<file path="src/rtl/prog_loader.sv">
// prog_loader
//   Byte-stream program loader for the 16-bit instruction memory. It accepts
//   frames of the form
//       A5 | N | {hi,lo} x N | xor-checksum
//   writes each big-endian word to consecutive instruction-memory addresses
//   starting at 0, and keeps the CPU held until a frame with a correct
//   checksum has been loaded.
//
// Ports
//   clk           system clock, rising edge
//   reset         asynchronous active-low reset
//   start         one-cycle pulse, opens (or restarts) a load session
//   rx_data       incoming byte
//   rx_valid      rx_data valid this cycle
//   rx_ready      loader accepts a byte this cycle
//   imem_addr     instruction-memory write address
//   imem_wdata    instruction word {high byte, low byte}
//   imem_we       one-cycle write strobe
//   cpu_hold      high keeps the CPU halted
//   done          one-cycle pulse at the end of a session
//   error         sticky failure flag, cleared by start or reset
//   words_loaded  words written in the current session
module prog_loader #(
    parameter int ADDR_W = 8
) (
    input  logic              clk,
    input  logic              reset,
    input  logic              start,
    input  logic [7:0]        rx_data,
    input  logic              rx_valid,
    output logic              rx_ready,
    output logic [ADDR_W-1:0] imem_addr,
    output logic [15:0]       imem_wdata,
    output logic              imem_we,
    output logic              cpu_hold,
    output logic              done,
    output logic              error,
    output logic [ADDR_W:0]   words_loaded
);

    // Comparison width: strictly wider than both the count byte and the
    // words_loaded counter, so zero-extension always has at least one pad bit.
    localparam int CW = ((ADDR_W > 8) ? ADDR_W : 8) + 2;

    localparam logic [CW-1:0]     MAX_WORDS = {{(CW-1){1'b0}}, 1'b1} << ADDR_W;
    localparam logic [ADDR_W-1:0] ADDR_ONE  = {{(ADDR_W-1){1'b0}}, 1'b1};
    localparam logic [ADDR_W:0]   WL_ONE    = {{ADDR_W{1'b0}}, 1'b1};
    localparam logic [7:0]        MAGIC_BYTE = 8'hA5;

    typedef enum logic [2:0] {
        IDLE   = 3'd0,
        MAGIC  = 3'd1,
        COUNT  = 3'd2,
        HI     = 3'd3,
        LO     = 3'd4,
        CHECK  = 3'd5,
        FINISH = 3'd6
    } state_t;

    // Running frame checksum: XOR of the count byte and every data byte.
    function automatic logic [7:0] csum_update(input logic [7:0] csum,
                                               input logic [7:0] data_byte);
        return csum ^ data_byte;
    endfunction

    state_t            state_r,        state_nxt_s;
    logic [CW-1:0]     count_r,        count_nxt_s;
    logic [7:0]        hi_r,           hi_nxt_s;
    logic [7:0]        csum_r,         csum_nxt_s;
    logic [ADDR_W-1:0] addr_r,         addr_nxt_s;
    logic [ADDR_W:0]   wl_r,           wl_nxt_s;
    logic [ADDR_W-1:0] imem_addr_r,    imem_addr_nxt_s;
    logic [15:0]       imem_wdata_r,   imem_wdata_nxt_s;
    logic              imem_we_r,      imem_we_nxt_s;
    logic              cpu_hold_r,     cpu_hold_nxt_s;
    logic              done_r,         done_nxt_s;
    logic              error_r,        error_nxt_s;
    logic              rx_ready_r,     rx_ready_nxt_s;

    logic              accept_s;
    logic [ADDR_W:0]   wl_inc_s;
    logic [CW-1:0]     wl_inc_ext_s;
    logic [CW-1:0]     rx_ext_s;

    // start has priority over a byte offered in the same cycle.
    assign accept_s     = rx_valid & rx_ready_r & ~start;
    assign wl_inc_s     = wl_r + WL_ONE;
    assign wl_inc_ext_s = {{(CW-ADDR_W-1){1'b0}}, wl_inc_s};
    assign rx_ext_s     = {{(CW-8){1'b0}}, rx_data};

    // Next-state and next-register values for the load sequencer.
    always_comb begin
        state_nxt_s      = state_r;
        count_nxt_s      = count_r;
        hi_nxt_s         = hi_r;
        csum_nxt_s       = csum_r;
        addr_nxt_s       = addr_r;
        wl_nxt_s         = wl_r;
        imem_addr_nxt_s  = imem_addr_r;
        imem_wdata_nxt_s = imem_wdata_r;
        imem_we_nxt_s    = 1'b0;
        cpu_hold_nxt_s   = cpu_hold_r;
        error_nxt_s      = error_r;
        done_nxt_s       = 1'b0;
        rx_ready_nxt_s   = 1'b0;

        if (start) begin
            state_nxt_s    = MAGIC;
            error_nxt_s    = 1'b0;
            wl_nxt_s       = '0;
            addr_nxt_s     = '0;
            csum_nxt_s     = 8'h00;
            cpu_hold_nxt_s = 1'b1;
        end else begin
            case (state_r)
                IDLE: begin
                    state_nxt_s = IDLE;
                end
                MAGIC: begin
                    // Anything but the magic byte is dropped silently (resync).
                    if (accept_s && (rx_data == MAGIC_BYTE)) begin
                        state_nxt_s = COUNT;
                    end else begin
                        state_nxt_s = MAGIC;
                    end
                end
                COUNT: begin
                    if (accept_s) begin
                        count_nxt_s = rx_ext_s;
                        csum_nxt_s  = rx_data;
                        if (rx_ext_s > MAX_WORDS) begin
                            error_nxt_s = 1'b1;
                            state_nxt_s = FINISH;
                        end else if (rx_data == 8'h00) begin
                            state_nxt_s = CHECK;
                        end else begin
                            state_nxt_s = HI;
                        end
                    end else begin
                        state_nxt_s = COUNT;
                    end
                end
                HI: begin
                    if (accept_s) begin
                        hi_nxt_s    = rx_data;
                        csum_nxt_s  = csum_update(csum_r, rx_data);
                        state_nxt_s = LO;
                    end else begin
                        state_nxt_s = HI;
                    end
                end
                LO: begin
                    if (accept_s) begin
                        csum_nxt_s       = csum_update(csum_r, rx_data);
                        imem_wdata_nxt_s = {hi_r, rx_data};
                        imem_addr_nxt_s  = addr_r;
                        imem_we_nxt_s    = 1'b1;
                        addr_nxt_s       = addr_r + ADDR_ONE;
                        wl_nxt_s         = wl_inc_s;
                        if (wl_inc_ext_s == count_r) begin
                            state_nxt_s = CHECK;
                        end else begin
                            state_nxt_s = HI;
                        end
                    end else begin
                        state_nxt_s = LO;
                    end
                end
                CHECK: begin
                    if (accept_s) begin
                        if (rx_data != csum_r) begin
                            error_nxt_s = 1'b1;
                        end else begin
                            error_nxt_s = error_r;
                        end
                        state_nxt_s = FINISH;
                    end else begin
                        state_nxt_s = CHECK;
                    end
                end
                FINISH: begin
                    state_nxt_s = IDLE;
                end
                default: begin
                    state_nxt_s = IDLE;
                end
            endcase
        end

        // done and the CPU release coincide with the FINISH cycle.
        if (state_nxt_s == FINISH) begin
            done_nxt_s     = 1'b1;
            cpu_hold_nxt_s = error_nxt_s;
        end else begin
            done_nxt_s     = 1'b0;
        end

        case (state_nxt_s)
            MAGIC, COUNT, HI, LO, CHECK: rx_ready_nxt_s = 1'b1;
            default:                     rx_ready_nxt_s = 1'b0;
        endcase
    end

    // State and datapath registers; every output is driven from a flop.
    always_ff @(posedge clk or negedge reset) begin
        if (!reset) begin
            state_r      <= IDLE;
            count_r      <= '0;
            hi_r         <= 8'h00;
            csum_r       <= 8'h00;
            addr_r       <= '0;
            wl_r         <= '0;
            imem_addr_r  <= '0;
            imem_wdata_r <= 16'h0000;
            imem_we_r    <= 1'b0;
            cpu_hold_r   <= 1'b1;
            done_r       <= 1'b0;
            error_r      <= 1'b0;
            rx_ready_r   <= 1'b0;
        end else begin
            state_r      <= state_nxt_s;
            count_r      <= count_nxt_s;
            hi_r         <= hi_nxt_s;
            csum_r       <= csum_nxt_s;
            addr_r       <= addr_nxt_s;
            wl_r         <= wl_nxt_s;
            imem_addr_r  <= imem_addr_nxt_s;
            imem_wdata_r <= imem_wdata_nxt_s;
            imem_we_r    <= imem_we_nxt_s;
            cpu_hold_r   <= cpu_hold_nxt_s;
            done_r       <= done_nxt_s;
            error_r      <= error_nxt_s;
            rx_ready_r   <= rx_ready_nxt_s;
        end
    end

    assign rx_ready     = rx_ready_r;
    assign imem_addr    = imem_addr_r;
    assign imem_wdata   = imem_wdata_r;
    assign imem_we      = imem_we_r;
    assign cpu_hold     = cpu_hold_r;
    assign done         = done_r;
    assign error        = error_r;
    assign words_loaded = wl_r;

endmodule

</file>
<file path="config.mk">
export PLATFORM = sky130hd
export DESIGN_NAME = prog_loader
export DESIGN_NICKNAME = d
export VERILOG_FILES = /design/src/rtl/prog_loader.sv
export SDC_FILE = /design/constraint.sdc
export NUM_CORES = 1
export LEC_CHECK = 0
export ABC_AREA = 1
export CORE_MARGIN = 1
export CORE_UTILIZATION = 50
export DETAILED_ROUTE_END_ITERATION = 10
export PLACE_DENSITY = 0.85
export SLEW_MARGIN = 20
export SYNTH_ARGS = -nofsm -noshare
export SYNTH_HDL_FRONTEND = slang
export SYNTH_SLANG_ARGS = --single-unit
</file>
<file path="constraint.sdc">
create_clock -name clk -period 1.8 [get_ports clk]
set_clock_uncertainty 0.05 [all_clocks]
set_input_delay 0.27 -clock clk [delete_from_list [all_inputs] [get_ports clk]]
set_output_delay 0.27 -clock clk [all_outputs]
set_load 0.02 [all_outputs]
</file>
; Word-level counts from Yosys, hierarchy flattened
; Index checks and enable logic that the tools add are counted.
[totals]
reg_bits = 73
input_bits = 12
elab_cells = 82
[op_classes]
addsub = 2
n_lt_le_gt_ge = 1
n_eq_ne = 16
n_mux = 33
bitwise = 4
n_reduce_logical = 13
[ops]
columns = operator, n
row1 = 8-bit two-way mux, 6
row2 = 9-bit two-way mux, 3
row3 = 3-bit two-way mux, 7
row4 = 8-bit case mux with 2 select lines, 1
row5 = 3-bit == test (second input constant), 5
row6 = 3-bit case mux with 5 select lines, 1
row7 = 3-bit by 2-bit == test with 1-bit output (second input constant), 4
row8 = 1-bit two-way mux, 12
row9 = 3-bit AND reduction, 4
row10 = 9-bit by 1-bit adder with 9-bit output (second input constant), 1
row11 = 9-bit by 8-bit == test with 1-bit output, 1
row12 = 8-bit by 9-bit greater-than comparator with 1-bit output (second input constant), 1
row13 = 8-bit by 1-bit adder with 8-bit output (second input constant), 1
row14 = 8-bit == test (second input constant), 1
row15 = 8-bit logical NOT, 1
row16 = 8-bit inequality test, 1
row17 = 8-bit bitwise XOR, 1
row18 = 3-bit by 1-bit == test with 1-bit output (second input constant), 2
row19 = 2-bit nonzero test, 3
row20 = 5-bit OR reduction, 1
row21 = 2-bit two-way mux, 2
row22 = 3-bit by 1-bit inequality test with 1-bit output (second input constant), 1
row23 = 3-bit inequality test (second input constant), 1
row24 = 3-bit nonzero test, 1
row25 = other kinds (6), 7

; Logic depth before layout (Yosys ltp)
[depth]
word_depth = 9
ltp_mapped = 15

; Worst setup path before layout
; OpenSTA, ideal clock, no wires.
[synth_timing]
path_kind = register to register
start = register wl_r[1] (netlist: words_loaded[1])
end = register rx_ready_r (netlist: rx_ready)
setup_time_ns = 0.073
arrival_ns = 1.683
required_ns = 1.677
setup_slack_ns = -0.006
stages_incl_launch_ff = 14
n_path_buf = 0
synth_period_minus_slack_ns = 1.806
cell_sequence = dfrtp_1 ha_1 nand3_2 nor2_2 nand3_1 nand2_1 nand2_1 nor2_2 nand3_2 nand2_1 nand2_1 nand2_2 nand2_2 a21oi_2
[synth_between]
elab_chain_len = 9
[synth_lines]
columns = element, line
row1 = from (decl), 71  ; logic [ADDR_W:0] wl_r, wl_nxt_s;
row2 = from (signal assigned), 226  ; wl_r <= wl_nxt_s;
row3 = 9-bit by 1-bit adder with 9-bit output *, 87  ; assign wl_inc_s = wl_r + WL_ONE;
row4 = 9-bit by 8-bit == test with 1-bit output *, 160  ; if (wl_inc_ext_s == count_r) begin
row5 = 3-bit two-way mux *, 160
row6 = 3-bit two-way mux *, 153  ; if (accept_s) begin
row7 = 3-bit case mux with 5 select lines *, 115  ; case (state_r)
row8 = 3-bit two-way mux *, 107  ; if (start) begin
row9 = 3-bit by 1-bit == test with 1-bit output (tied with other cells), 198  ; case (state_nxt_s)
row10 = 5-bit OR reduction *, 198
row11 = 1-bit two-way mux *, 198
row12 = named net rx_ready_nxt_s, 78  ; logic rx_ready_r, rx_ready_nxt_s;
row13 = to (signal assigned), 233  ; rx_ready_r <= rx_ready_nxt_s;
row14 = to (decl), 78
; The timed path passes the listed nets; every way through them passes the cells marked *.
; A chain may end at the register's enable or synchronous reset.

; Worst setup path after layout
; Same ends and word-level chain as after synthesis.

==> impl_metrics.yaml <==
synth:
  synth_cells: 418
  postSynth.asyncResetShare: 1.000
  avgSynthCellArea_um2: 8.235
  yosys_warnings: 0
  synth_edf_count: 0
  ys_ff_latch: 73
  syn_area_mm2: 0.003442
  synth_seq_area_share: 0.5311
  yosysTopAreaCellShare: 0.5234
  synth_nets: 432
  yosysUniqueCellTypes: 31
  synth.top_cells.by_area: "dfrtp_1, nand2_1, o21ai_0"
  yosysTopAreaCell: "dfrtp_1"
  synth_ff_type: "dfrtp_1"
pwr:
  p_sw_frac: 0.2251
  p_per_area_mw_per_mm2: 756.9
  max-vdd-ir-drop_v: 0.0005456
  power_frac_clock: 0.452
  power.leakage_nw: 2.174
  p_int_mw: 2.681
  p_sw_uw: 779.1
  p_seq_frac: 0.486
  combPwrFrac: 0.062
  finalPower_mw: 3.460
placement:
  placed_cell_area_mm2: 0.004252
  dp.cells: 567
  globalplace.congestion: 0.8868
  dp_worst_setup_slack_ns: -0.2773
  dp_hpwl_um: 5786
  portBuffers: 49
global_routing:
  gr-usage-met2: 0.4362
  met1_usage: 0.3224
  grt_overflow: 0
  grt_util_met3: 0.05739
  grt_most_used_layer: "met2"
  first_global_vias: 3145
  grt_first_pass_wirelength_um: 14410
  antenna_found_initial: 0
  track_usage: 0.2570
  grt_max_degree: 74
timing:
  slew_headroom: 0.6594
  rsz0062_at_grt: "yes"
  timing.final.ws_setup_ns: -0.03815
  hold_violations: 0
  finalCritPeriodShare: 1.021
  period_needed_ns: 1.838
  setup_tns_ns: -0.03815
  worstMarginPinSlew_ns: 0.5104
  fmax_mhz: 544.0
  whs_ns: 0.4161
  finalMaxSlewViolations: 0
  setup_viol: 1
run_status:
  violations: "DRC, setup timing"
  status: "finished, violations left"
setup_path:
  critPathLaunchType: "flop"
  cp-end-kind: "flop"
  path_class: "flop to flop"
  cp.arrival_ns: 2.07
  regToRegStartpoint: "words_loaded[1]"
  crit_path_max_fanout: 2
  critPathLaunch: "words_loaded[1]"
  critPathRequiredTime_ns: 2.03
floorplanning:
  die_area_mm2: 0.007220
  initial_utilization: 0.5300
  fp.dieH_um: 84.97
  row_count: 29
  core_mm2: 0.006495
  die_x_um: 84.97
  io_pins: 50
route:
  wire_per_inst_um: 14.48
  drt_iter0_drc: 245
  drt_first_pass_iters: 8
  ant_nets: 0
  vias: 3137
  viasPerCell: 5.362
  remaining_drc_errors: 3
  detail_route.wirelength_um: 8472
job:
  maxCapViolations: 0
clock_network:
  numCtsBuffers: 9
  tritoncts: "yes"
  cts_sinks: 73
  clock_latency_ns: 0.34
  ctsRootBufferMaster: "clkbuf_8"
  path_clk_slew_ns: 0.08
  clock_path_buffers: 2
  cts_max_level: 3
layout:
  antenna_cells: 0
  nets: 517
  fin_area_mm2: 0.004572
  layoutNonFillerInstCount: 585
  syn_to_final_growth_pct: 32.82
  postLayoutCoreUtil: 0.7039
  fill_cells: 503
  layout_common_cells: "nand2_1, dfrtp_1, o21ai_0"
  drive_gt1_frac: 0.1732
  final_common_cell: "nand2_1"
worst_hold_path:
  min_path_type: "input pin to async pin"
flip-flops by register name, summed over array words and instances, names as in the netlist:
signal        flops
imem_wdata       16
words_loaded      9
addr_r            8
count_r           8
csum_r            8
hi_r              8
imem_addr         8
state_r           3
cpu_hold          1
done              1
error             1
imem_we           1
rx_ready          1
synthesized netlist by cell type, types with 2 or more instances:
master	number
a21oi_1	6
clkbuf_1	8
dfrtp_1	72
ha_1	2
inv_1	43
inv_2	2
nand2_1	135
nand2_2	4
nand3_1	16
nand3_2	6
nand4_1	5
nor2_1	22
nor2_2	4
nor2_4	3
nor3_1	6
nor4_1	2
o21ai_0	59
o21bai_1	2
o22ai_1	2
xor2_1	8
cell families after synthesis:
logic type               after synthesis  synth area share
XOR/XNOR                               9           0.02290
flip-flops                            73            0.5311
AO/OA/AOI/OAI                         74            0.1141
buffers and inverters                 55           0.06252
AND/OR/NAND/NOR                      205            0.2621
adder cells (fa/ha/maj)                2          0.007269
layer usage:
layer / up-vias / share of wire
met5: - / 0
met4: 0 / 0.025
met3: 26 / 0.049
met2: 102 / 0.50
met1: 1496 / 0.43
li1: 1513 / -
cell type report:
| class | instances | area, um2 | share of cell area |
|---|---|---|---|
| flip-flops and latches | 73 | 1832 | 0.4007 |
| clock buffers | 10 | 127.6 | 0.02791 |
| multi-input cells | 290 | 1455 | 0.3183 |
| clock inverters | 6 | 115.1 | 0.02518 |
| repair buffers | 84 | 777.0 | 0.1700 |
| well taps | 77 | 96.34 | 0.02107 |
| inverters | 45 | 168.9 | 0.03695 |
worst max-delay path, stage by stage (launching register included):
cell and delay, ns:
dfrtp_2 0.43, ha_4 0.25, xnor2_1 0.16, nand2_1 0.12, nor2_2 0.12, nand3_2 0.08
nor2_2 0.09, nand3_2 0.10, nand2_1 0.07, nand2_1 0.05, nand2_2 0.07, nand2_2 0.06
a21oi_2 0.12
power by group through the flow:
stage / clock, mW / combinational (mW) / sequential (mW)
6_report: 1.56 / 0.215 / 1.68
5_1_grt: 1.66 / 0.240 / 1.69
4_1_cts: 1.60 / 0.216 / 1.68
3_5_place_dp: 0 / 0.214 / 1.71
3_3_place_gp: 0 / 0.207 / 1.71
2_1_floorplan: 0 / 0.0808 / 1.71
final timing paths:
kind                             endpoint  depth (start not counted)  slack, ns
setup / recovery                 rx_ready                         12      -0.04
hold / removal             imem_wdata[12]                          3       0.42
setup reg to reg                 rx_ready                         12      -0.04
hold reg to reg            imem_wdata[14]                          2       0.42
max in group asynchronous        cpu_hold                          3       0.93
min in group clk           imem_wdata[14]                          2       0.42
timing repair:
item / in CTS / in global routing
gates resized for setup: 9 / 16
pin swaps: 3 / 3
endpoints found under the hold margin: 72 / 0
hold buffers: 1 / 0
endpoints found under the setup margin: 14 / 15
buffers inserted: 1 / 0
No activity file was read; power rests on OpenSTA's default activity.
